<file path="config.mk">
export PLATFORM = sky130hd
export DESIGN_NAME = mem_access_ctrl
export DESIGN_NICKNAME = d
export VERILOG_FILES = /design/src/rtl/cpu_pkg.sv /design/src/rtl/mem_access_ctrl.sv
export SDC_FILE = /design/constraint.sdc
export NUM_CORES = 1
export LEC_CHECK = 0
export BUFFER_PORTS_ARGS = -buffer_cell sky130_fd_sc_hd__buf_2
export CORE_MARGIN = 2
export CORE_UTILIZATION = 38
export CTS_CLUSTER_SIZE = 14
export DETAILED_ROUTE_END_ITERATION = 16
export PLACE_DENSITY = 0.72
export SLEW_MARGIN = 20
export SYNTH_ARGS = -nofsm -noshare
export SYNTH_HDL_FRONTEND = slang
export SYNTH_SLANG_ARGS = --single-unit
</file>
<file path="constraint.sdc">
create_clock -name clk -period 5.5 [get_ports clk]
set_clock_uncertainty 0.05 [all_clocks]
set_input_delay 0.55 -clock clk [delete_from_list [all_inputs] [get_ports clk]]
set_output_delay 0.55 -clock clk [all_outputs]
set_load 0.02 [all_outputs]
</file>
<file path="src/rtl/cpu_pkg.sv">
// Shared CPU definitions: memory-access FSM states, default latencies and IR field positions.
// Pure declarations; no logic.
package cpu_pkg;

    typedef enum logic [2:0] {
        ST_IDLE  = 3'd0,
        ST_READ  = 3'd1,
        ST_WRITE = 3'd2,
        ST_DONE  = 3'd3,
        ST_ERR   = 3'd4
    } mem_state_t;

    localparam int DEF_RD_LAT = 2;
    localparam int DEF_WR_LAT = 1;
    localparam int CNT_W      = 4;

    localparam int OPCODE_MSB = 31;
    localparam int OPCODE_LSB = 26;
    localparam int FUNCT_MSB  = 5;
    localparam int FUNCT_LSB  = 0;

endpackage

</file>
<file path="src/rtl/mem_access_ctrl.sv">
// Memory access sequencer: one read (into IR or MDR) or write per accepted req; done RD_LAT+1 / WR_LAT+1 cycles after accept.
// No backpressure: req is sampled only in IDLE and ignored while busy; misaligned requests pulse misaligned instead.
module mem_access_ctrl
    import cpu_pkg::*;
#(
    parameter int RD_LAT = DEF_RD_LAT,
    parameter int WR_LAT = DEF_WR_LAT
) (
    input  logic        clk,
    input  logic        reset,
    input  logic        req,
    input  logic        we,
    input  logic        dst,
    input  logic [31:0] addr,
    input  logic [31:0] wdata,
    input  logic [31:0] mem_rdata,
    output logic [31:0] mem_addr,
    output logic        mem_wr,
    output logic [31:0] mem_wdata,
    output logic        busy,
    output logic        done,
    output logic        misaligned,
    output logic [31:0] ir,
    output logic [31:0] mdr,
    output logic [5:0]  opcode,
    output logic [5:0]  funct
);

    mem_state_t       r_state;
    logic [CNT_W-1:0] r_cnt;
    logic             r_dst;
    logic [31:0]      r_addr;
    logic [31:0]      r_wdata;
    logic [31:0]      r_ir;
    logic [31:0]      r_mdr;
    logic             w_aligned;
    logic             w_last;

    assign w_aligned = (addr[1:0] == 2'b00);
    assign w_last    = (r_cnt == CNT_W'(1));

    always_ff @(posedge clk or posedge reset) begin
        if (reset) begin
            r_state <= ST_IDLE;
            r_cnt   <= '0;
            r_dst   <= 1'b0;
            r_addr  <= '0;
            r_wdata <= '0;
            r_ir    <= '0;
            r_mdr   <= '0;
        end else begin
            case (r_state)
                ST_IDLE: begin
                    if (req) begin
                        if (!w_aligned) begin
                            // Misaligned: no latch update, no memory access.
                            r_state <= ST_ERR;
                        end else begin
                            r_addr  <= addr;
                            r_wdata <= wdata;
                            r_dst   <= dst;
                            if (we) begin
                                r_state <= ST_WRITE;
                                r_cnt   <= CNT_W'(WR_LAT);
                            end else begin
                                r_state <= ST_READ;
                                r_cnt   <= CNT_W'(RD_LAT);
                            end
                        end
                    end
                end
                ST_READ: begin
                    r_cnt <= r_cnt - CNT_W'(1);
                    if (w_last) begin
                        if (r_dst) r_mdr <= mem_rdata;
                        else       r_ir  <= mem_rdata;
                        r_state <= ST_DONE;
                    end
                end
                ST_WRITE: begin
                    r_cnt <= r_cnt - CNT_W'(1);
                    if (w_last) r_state <= ST_DONE;
                end
                ST_DONE: r_state <= ST_IDLE;
                ST_ERR:  r_state <= ST_IDLE;
                default: r_state <= ST_IDLE;
            endcase
        end
    end

    // Strobes decode straight from state so an async reset drops them immediately.
    assign mem_wr     = (r_state == ST_WRITE);
    assign busy       = (r_state == ST_READ) || (r_state == ST_WRITE) || (r_state == ST_DONE);
    assign done       = (r_state == ST_DONE);
    assign misaligned = (r_state == ST_ERR);

    assign mem_addr  = r_addr;
    assign mem_wdata = r_wdata;
    assign ir        = r_ir;
    assign mdr       = r_mdr;
    assign opcode    = r_ir[OPCODE_MSB:OPCODE_LSB];
    assign funct     = r_ir[FUNCT_MSB:FUNCT_LSB];

endmodule

</file>
==> reports/results.tsv <==
stage	metric	value	unit
run_status	status	completed	
yosys	synth_top_area_share	60.4	%
yosys	async_flop_share	100	%
cells_and_area	utilization	51.3	%
yosys	syn_nets	454	
drt	wl_per_cell	14.9	um
sta	max_freq	399	MHz
floorplan	die_area	0.0158	mm^2
place	portBuffers	244	
clock_tree	post-cts-setup-buffers	0	
power	irDropWorstVdd	0.303	mV
critical_path	crit_type	flip-flop to flip-flop	
drt	dr.pass1.iters	4	
sta	tightest_slew	1030	ps
drt	finalWirelength	11.7	mm
cells_and_area	antenna_cells	0	
yosys	syn_area	0.00563	mm^2
floorplan	initial_core_util	38.8	%
clock_tree	ctsResizeCount	0	
clock_tree	htreeDepth	4	
floorplan	coreArea	0.0145	mm^2
clock_tree	cts.sinks	136	
critical_path	crit_path_end_kind	flip-flop	
drt	num_vias	3687	
drt	post-route-drc-count	0	
critical_path	cp_max_fo	32	
global_routing	grt_pass1_vias	3806	
floorplan	pin_count	245	
global_routing	grt_max_degree	74	
floorplan	die_h	126	um
clock_tree	cts.path.max_buffers	2	
yosys	synth.area.top_cells	dfrtp_1 60%, mux2_4 13%, mux2_2 10%	
clock_tree	clk_latency	400	ps
yosys	yosys_warnings	0	
yosys	synth.largest_area_cell	dfrtp_1	
sta	min_period_over_period	45.5	%
critical_path	start_kind	flip-flop	
drt	drt_iter0_drc	127	
drt	drtAntennaViolNets	0	
yosys	synth_cell_types	35	
critical_path	startpoint	r_state[2]	
place	routabilityCongestion	0.819	
clock_tree	clk_pin_slew_worst_paths	60	ps
cells_and_area	regArea	0.00340	mm^2
yosys	avgSynthCellArea	16.0	um^2
yosys	netlist_instances	351	
floorplan	row_count	44	
sta	tns	0	ps
flow_run	maxCapViolCount	0	
sta	layout_min_cycle_time	2500	ps
yosys	ys_top_cells_by_count	136 x dfrtp_1, 50 x mux2_2, 48 x mux2_4	
global_routing	grt_antenna_before_repair	0	
drt	routed_via_density	4.70	
critical_path	reg2reg_from	r_state[2]	
sta	timing_hold_violations_final	0	
cells_and_area	fillerInstances	1229	
clock_tree	ctsHoldBuffers	0	
place	hpwl	8.41	mm
floorplan	die_w	126	um
global_routing	grt_pass1_wl	18.9	mm
yosys	ys_ff_latch	136	
yosys	synth.most_common_cell	dfrtp_1	
global_routing	grt.overflow.total	0	
power	leakagePower	0.00392	uW
cells_and_area	multi_input_area	0.00200	mm^2
sta	rsz0062_at_grt	no	
power	powerDensity	644	mW/mm^2
sta	drv_slew	0	
yosys	synthFlopType	dfrtp_1	
clock_tree	cts_tree	yes	
yosys	yosysSeqAreaShare	60.4	%
global_routing	track_usage	14.9	%
critical_path	arrival	2740	ps
critical_path	cp.required	5740	ps
sta	timing.slew.headroom	31.2	%
clock_tree	numCtsBuffers	17	
sta	finalSetupViolCount	0	
cells_and_area	drive_above_1_share	63.7	%
cells_and_area	nets	690	
worst_hold_path	min_path_type	primary input to async pin	
cells_and_area	syn_to_final_growth	32.3	%
clock_tree	ctsRootBufferMaster	clkbuf_16	
yosys	synth_edf_count	0	
state kept, by name, indices dropped and copies added, names as in the netlist:
register,cells
mdr,32
r_dst,1
ir,32
r_cnt,4
mem_wdata,32
mem_addr,32
r_state,3
cell usage in the layout (no fill, tap or decap), drive strengths merged, types with 2 or more instances in the layout:
cell        n
nand2       3
nor3b       3
and2        2
nor2       10
ha          2
dfrtp     136
o21ai       4
nor3        3
a31oi       2
or4         2
a21oi       5
mux2      129
inv        10
buf       246
clkinvlp    5
clkbuf     21
nand3       4
cell type report:
| cell class | count | area share [%] |
|---|---|---|
| sequential | 136 | 45.7 |
| multi-input combinational | 181 | 26.9 |
| timing repair buffer | 246 | 16.6 |
| clock buffer | 21 | 6.31 |
| tap | 184 | 3.09 |
| clock inverter | 11 | 1.16 |
| inverter | 5 | 0.319 |
power breakdown:
| group | switching (uW) | total, uW | internal [uW] | leakage, uW |
|---|---|---|---|---|
| logic | 1100 | 1970 | 865 | 0.00201 |
| clock network | 435 | 1050 | 619 | 0.000260 |
| registers | 300 | 1780 | 1480 | 0.00165 |
metal layers:
metal | GRT usage, % | up-vias | share of wire (%)
met3 | 5.99 | 18 | 8.5
met1 | 18.5 | 1778 | 43
li1 | - | 1705 | -
met2 | 23.8 | 186 | 47
met5 | 0 | - | 0
met4 | 5.56 | 0 | 1.4
metrics by stage:
| stage | hold WS, ps | instance area (um^2) | setup WS [ps] | cells | total power, uW |
|---|---|---|---|---|---|
| 3_3_place_gp | 413 | 6890 | 2960 | 752 | 3720 |
| 4_1_cts | 218 | 7440 | 2870 | 784 | 4850 |
| 2_1_floorplan | 521 | 5630 | 1260 | 351 | 3130 |
| 5_1_grt | 237 | 7450 | 2830 | 784 | 5060 |
| 6_report | 193 | 7450 | 3000 | 784 | 4800 |
| 3_5_place_dp | 424 | 6890 | 2890 | 752 | 3780 |
final timing paths:
check / end / slack (ps) / cells after the start
worst max-delay path: ir[30] / 3000 / 4
worst min-delay path: mem_addr[4] / 190 / 2
worst max register to register: ir[30] / 3000 / 4
worst min register to register: ir[10] / 430 / 1
max in group asynchronous: mem_wdata[17] / 3930 / 3
min in group clk: r_cnt[1] / 310 / 2
cells by family after synthesis:
| kind of cell | after synthesis | share of synthesized area, % |
|---|---|---|
| flops | 136 | 60.4 |
| mux | 129 | 29.0 |
| buf+inv | 34 | 4.42 |
| simple gates | 33 | 3.78 |
| compound gates | 16 | 1.80 |
| fa+ha+maj | 2 | 0.444 |
| xor+xnor | 1 | 0.156 |
worst max-delay path: stages, from the launching register on:
cell and delay, ps:
dfrtp_1 540, nor2_1 380, nand3_1 180, nor2_4 800, mux2_2 420
Power figures use the tool's default switching activity.
